[src/rtl/seg_scan_driver.sv]
// -----------------------------------------------------------------------------
// seg_scan_driver
//
// Time-multiplexed 7-segment display driver for DIGITS BCD digits.
// A prescaler (pcnt) holds each digit for PRESCALE cycles, a digit index (idx)
// walks the digits, and a double-buffered display register (shd -> disp)
// only changes at frame boundaries, so a frame never mixes old and new values.
//
// Ports:
//   clk        system clock, rising edge
//   rst_n      asynchronous active-low reset
//   en         scan enable; low = display dark, scan position frozen
//   load       one-cycle strobe: capture bcd_in
//   bcd_in     packed BCD, bits [3:0] = digit 0 (least significant)
//   seg        segments a..g, active-high, seg[0]=a .. seg[6]=g (registered)
//   dig        one-hot digit select, dig[i] selects digit i (registered)
//   frame_done one-cycle pulse, coincident with dig returning to digit 0
//   pending    a loaded value is waiting for the next frame boundary
//
// Build option:
//   LEADING_ZERO_BLANK_EN  blank zero digits above the most significant
//                          non-zero digit (digit 0 is never blanked).
// -----------------------------------------------------------------------------
module seg_scan_driver #(
    parameter int DIGITS   = 4,
    parameter int PRESCALE = 4
) (
    input  logic                  clk,
    input  logic                  rst_n,
    input  logic                  en,
    input  logic                  load,
    input  logic [4*DIGITS-1:0]   bcd_in,
    output logic [0:6]            seg,
    output logic [0:DIGITS-1]     dig,
    output logic                  frame_done,
    output logic                  pending
);

    localparam int PW = (PRESCALE > 1) ? $clog2(PRESCALE) : 1;
    localparam int IW = $clog2(DIGITS);
    localparam logic [PW-1:0] PCNT_MAX = PW'(PRESCALE - 1);
    localparam logic [IW-1:0] IDX_MAX  = IW'(DIGITS - 1);

    logic [PW-1:0]         pcnt;
    logic [IW-1:0]         idx;
    logic [4*DIGITS-1:0]   shd;
    logic [4*DIGITS-1:0]   disp;
    logic                  tick;
    logic                  boundary;
    logic                  bnd_q;     // boundary seen, waiting for the output stage
    logic [0:DIGITS-1]     dig_next;
    logic [3:0]            cur_digit;
    logic                  cur_blank;

    function automatic logic [0:6] decode7(input logic [3:0] b);
        case (b)
            4'd0:    decode7 = 7'b1111110;
            4'd1:    decode7 = 7'b0110000;
            4'd2:    decode7 = 7'b1101101;
            4'd3:    decode7 = 7'b1111001;
            4'd4:    decode7 = 7'b0110011;
            4'd5:    decode7 = 7'b1011011;
            4'd6:    decode7 = 7'b1011111;
            4'd7:    decode7 = 7'b1110000;
            4'd8:    decode7 = 7'b1111111;
            4'd9:    decode7 = 7'b1111011;
            default: decode7 = 7'b0000000;   // 10..15 are shown blank
        endcase
    endfunction

    assign tick     = en && (pcnt == PCNT_MAX);
    assign boundary = tick && (idx == IDX_MAX);

    // Scan position: frozen while en is low.
    always_ff @(posedge clk or negedge rst_n) begin
        if (!rst_n) begin
            pcnt <= '0;
            idx  <= '0;
        end else if (en) begin
            // NOTE: state registers use non-blocking assignments so every
            // flop samples the pre-edge values, regardless of statement order.
            if (tick) begin
                pcnt <= '0;
                idx  <= (idx == IDX_MAX) ? '0 : idx + 1'b1;
            end else begin
                pcnt <= pcnt + 1'b1;
            end
        end
    end

    // Double buffer. A load goes straight to disp when no frame is in
    // flight (dark) or when it lands on the boundary itself; otherwise it
    // waits in shd until the next boundary. Latest load always wins.
    always_ff @(posedge clk or negedge rst_n) begin
        if (!rst_n) begin
            // NOTE: the display buffers are reset like any other register so
            // a reset mid-frame discards a pending value and shows zero.
            shd     <= '0;
            disp    <= '0;
            pending <= 1'b0;
        end else if (load && (!en || boundary)) begin
            disp    <= bcd_in;
            pending <= 1'b0;
        end else if (load) begin
            shd     <= bcd_in;
            pending <= 1'b1;
        end else if (boundary && pending) begin
            disp    <= shd;
            pending <= 1'b0;
        end
    end

`ifdef LEADING_ZERO_BLANK_EN
    logic [DIGITS-1:0] blank_mask;
    logic              all_zero;

    // blank_mask[i] is set when digit i and every digit above it are zero.
    // Digit 0 is left clear so a value of zero still shows one "0".
    always_comb begin
        blank_mask = '0;
        all_zero   = 1'b1;
        // NOTE: blocking assignments here are intentional: all_zero is a
        // running AND carried from one loop iteration to the next.
        for (int i = DIGITS - 1; i >= 1; i--) begin
            all_zero      = all_zero & (disp[4*i +: 4] == 4'd0);
            blank_mask[i] = all_zero;
        end
    end
`endif

    // Select the current digit and build its one-hot strobe.
    always_comb begin
        // NOTE: every output gets a default first so no path leaves it
        // unassigned, which would infer a latch.
        dig_next  = '0;
        cur_digit = '0;
        cur_blank = 1'b0;
        for (int i = 0; i < DIGITS; i++) begin
            if (idx == IW'(i)) begin
                dig_next[i] = 1'b1;
                cur_digit   = disp[4*i +: 4];
`ifdef LEADING_ZERO_BLANK_EN
                cur_blank   = blank_mask[i];
`endif
            end
        end
    end

    // Registered outputs. frame_done is delayed one extra stage so it lines
    // up with the cycle where dig first shows digit 0 of the new frame; bnd_q
    // holds across a dark period so the pulse is not lost.
    always_ff @(posedge clk or negedge rst_n) begin
        if (!rst_n) begin
            seg        <= '0;
            dig        <= '0;
            frame_done <= 1'b0;
            bnd_q      <= 1'b0;
        end else if (en) begin
            dig        <= dig_next;
            seg        <= cur_blank ? 7'b0000000 : decode7(cur_digit);
            frame_done <= bnd_q;
            bnd_q      <= boundary;
        end else begin
            dig        <= '0;
            seg        <= '0;
            frame_done <= 1'b0;
        end
    end

endmodule

[config.mk]
export PLATFORM = sky130hd
export DESIGN_NAME = seg_scan_driver
export DESIGN_NICKNAME = d
export VERILOG_FILES = /design/src/rtl/seg_scan_driver.sv
export SDC_FILE = /design/constraint.sdc
export NUM_CORES = 1
export LEC_CHECK = 0
export ABC_CLOCK_PERIOD_IN_PS = 6800
export CAP_MARGIN = 40
export CORE_MARGIN = 3
export CORE_UTILIZATION = 60
export CTS_BUF_LIST = sky130_fd_sc_hd__clkbuf_8
export DETAILED_ROUTE_END_ITERATION = 7
export PLACE_DENSITY = 0.86
export SYNTH_ARGS = -nofsm -noshare
export SYNTH_HDL_FRONTEND = slang
export SYNTH_SLANG_ARGS = --single-unit
[constraint.sdc]
create_clock -name clk -period 6.8 [get_ports clk]
set_input_delay 0.68 -clock clk [delete_from_list [all_inputs] [get_ports clk]]
set_output_delay 0.68 -clock clk [all_outputs]
set_load 0.01 [all_outputs]
==> results.yml <==
global_route:
  grt_usage: 0.222
  grt_pass1_vias: 1647
  grt_pass1_wl_um: 7680
  grt_antenna_before_repair: 0
  grt_max_degree: 33
  overflow: 0
logic_synthesis:
  synth.avg_cell_area_um2: 11.8
  synth_flop_cell: "dfrtp_1"
  synth-edff-count: 0
  synth_cell_types: 41
  syn_inst: 202
  async_reset_ff_frac: 1.00
  synth_area_leader_cell: "dfrtp_1"
  netlist_area_um2: 2380
  netlist.area_leader.share: 0.527
  synth_area_leaders: "dfrtp_1 (53%), mux2_2 (9.0%), mux2i_1 (7.2%)"
  yosysWarnings: 0
  synthesis.nets: 232
  ys_seq_area_frac: 0.527
  ys_seq_elements: 50
setup_path:
  arrival_ps: 2940
  r2r_cells: 9
  required_ps: 7020
  worst_setup_path_end_kind: "flop"
  r2r_end: "seg[5]$_DFF_PN0_"
  worstSetupStartpointType: "flop"
  critPathKind: "reg2reg"
  path_max_fanout: 15
  r2r_slack_ps: 4080
  rr_startpoint: "idx[0]$_DFFE_PN0P_"
sta:
  setup_violations: 0
  finalWorstSetupSlack_ps: 4080
  tns_ps: 0
  layout_min_cycle_time_ps: 2720
  fin_crit_sh: 0.400
  max_freq_ghz: 0.367
  rsz0062_at_grt: "no"
  slew_headroom: 0.510
  report.final.slew_viol_count: 0
  hold_violations: 0
  finalClockSkew_ps: 6.43
  tightestPinTransition_ps: 733
power_and_ir_drop:
  total_power_mw: 1.10
  intPower_mw: 0.711
  powerDensity_nw_per_um2: 387
  power_frac_seq: 0.369
  power_frac_comb: 0.447
  p_clk_frac: 0.184
  p_sw_frac: 0.354
  ir_drop_mv: 0.226
  switching_power_mw: 0.389
  power.leakage_nw: 1.33
routing:
  vias: 1678
  drt.antenna.violating_nets: 0
  drt_iter0_markers: 138
  drc_errors: 0
  wirelength_um: 4520
  routed_via_density: 5.93
  drtPass1Iterations: 4
  routedWlPerCell_um: 16.0
clock_tree:
  cts_tree: "done"
  cts_buffers: 5
  clk_pin_slew_worst_paths_ps: 90
  worstSkewPairLatency_ps: 300
  cts_resized: 0
  root_buffer: "clkbuf_8"
  clock-sinks: 50
  post_cts_buffers: 0
  cts_hold_buf: 0
  cts_buffer_depth: 2
  cts_htree_levels: 2
flow_run:
  max_cap_viol_count: 0
floorplanning:
  core_area_um2: 3740
  fp.dieH_um: 68.9
  die_x_um: 68.9
  ioPinCount: 33
  start_util: 0.635
  die_area_um2: 4750
  rows: 22
status:
  status: "completed"
cells_and_area:
  final_common_cell: "dfrtp_1"
  final_cell_mix: "dfrtp_1 (50), clkdlybuf4s50_1 (31), a21oi_1 (21)"
  final_cells: 283
  drive_gt1_frac: 0.157
  final_core_util: 0.759
  fin_nets: 264
  antennaDiodeCount: 0
  syn_to_final_growth_pct: 19.5
place:
  dp_slack_ps: 4050
  port_buffers: 32
  dp.cells: 275
  place.gp.congestion: 0.874
  hpwl_um: 3360
hold_path:
  hold_class: "in2async"
==> power groups by stage <==
stage               Combinational (mW)  Clock (mW)  Sequential, mW
floorplan                        0.333           0           0.411
global placement                 0.464           0           0.406
detailed placement               0.478           0           0.412
CTS                              0.486       0.207           0.406
global route                     0.542       0.220           0.413
finish                           0.492       0.203           0.406
==> how the worst max path moves through the flow <==
stage | from | end | slack [ps]
2_1_floorplan | idx[0]$_DFFE_PN0P_ | seg[6]$_DFF_PN0_ | 4570
3_3_place_gp | en | disp[14]$_DFFE_PN0P_ | 4130
3_5_place_dp | en | disp[3]$_DFFE_PN0P_ | 4050
4_1_cts | idx[0]$_DFFE_PN0P_ | seg[5]$_DFF_PN0_ | 4130
5_1_grt | idx[0]$_DFFE_PN0P_ | seg[5]$_DFF_PN0_ | 3770
6_report | idx[0]$_DFFE_PN0P_ | seg[5]$_DFF_PN0_ | 4080
==> cell usage after synthesis, types with 2 or more instances <==
cell	n
nand3b_1	3
nor2_1	20
a211oi_2	2
nand3_1	2
mux2_2	19
buf_2	2
a31oi_1	2
dfrtp_1	50
o22ai_1	5
nor2b_1	2
and2_1	4
a221o_1	2
clkbuf_1	5
a21oi_1	21
ha_1	10
nand2_1	7
inv_1	6
mux2i_1	17
==> critical path, stage by stage (launching register included) <==
cell and delay [ps]:
dfrtp_1 440, ha_1 390, or2b_1 310, o22ai_1 210, a31o_2 200, inv_1 80
ha_1 190, a2111oi_0 550, a21oi_1 100, o22ai_1 160
==> logic make-up after synthesis <==
family,Yosys count,synth area share
and+or+nand+nor,44,0.0932
adders and majority gates,10,0.0527
AOI/OAI and AO/OA,47,0.135
buffers and inverters,14,0.0263
DFF,50,0.527
muxes,37,0.166
==> per-stage QoR <==
| step | cell area (um^2) | hold WS [ps] |
|---|---|---|
| after detailed placement | 2730 | 475 |
| after global routing | 2840 | 368 |
| after floorplan | 2380 | 384 |
| after CTS | 2840 | 339 |
| after global placement | 2710 | 464 |
| final | 2840 | 332 |
==> layer usage <==
metal  vias to the layer above  track usage  routed length [um]
li1                        795            -                   -
met1                       821        0.282                1920
met2                        52        0.371                2260
met3                        10       0.0389                 235
met4                         0       0.0949                  97
met5                         -            0                   0
==> state kept, by name (all words and copies together) (netlist names) <==
| signal | cells |
|---|---|
| bnd_q | 1 |
| dig | 4 |
| disp | 16 |
| frame_done | 1 |
| idx | 2 |
| pcnt | 2 |
| pending | 1 |
| seg | 7 |
| shd | 16 |
==> cell type report <==
type / instances / area [um^2]
sequential: 50 / 1250
multi-input combinational: 138 / 1060
fill: 257 / 903
timing repair buffer: 33 / 335
clock buffer: 5 / 68.8
tap: 48 / 60.1
clock inverter: 3 / 40.0
inverter: 6 / 22.5
Note: power is estimated with default switching activity, not from simulation.
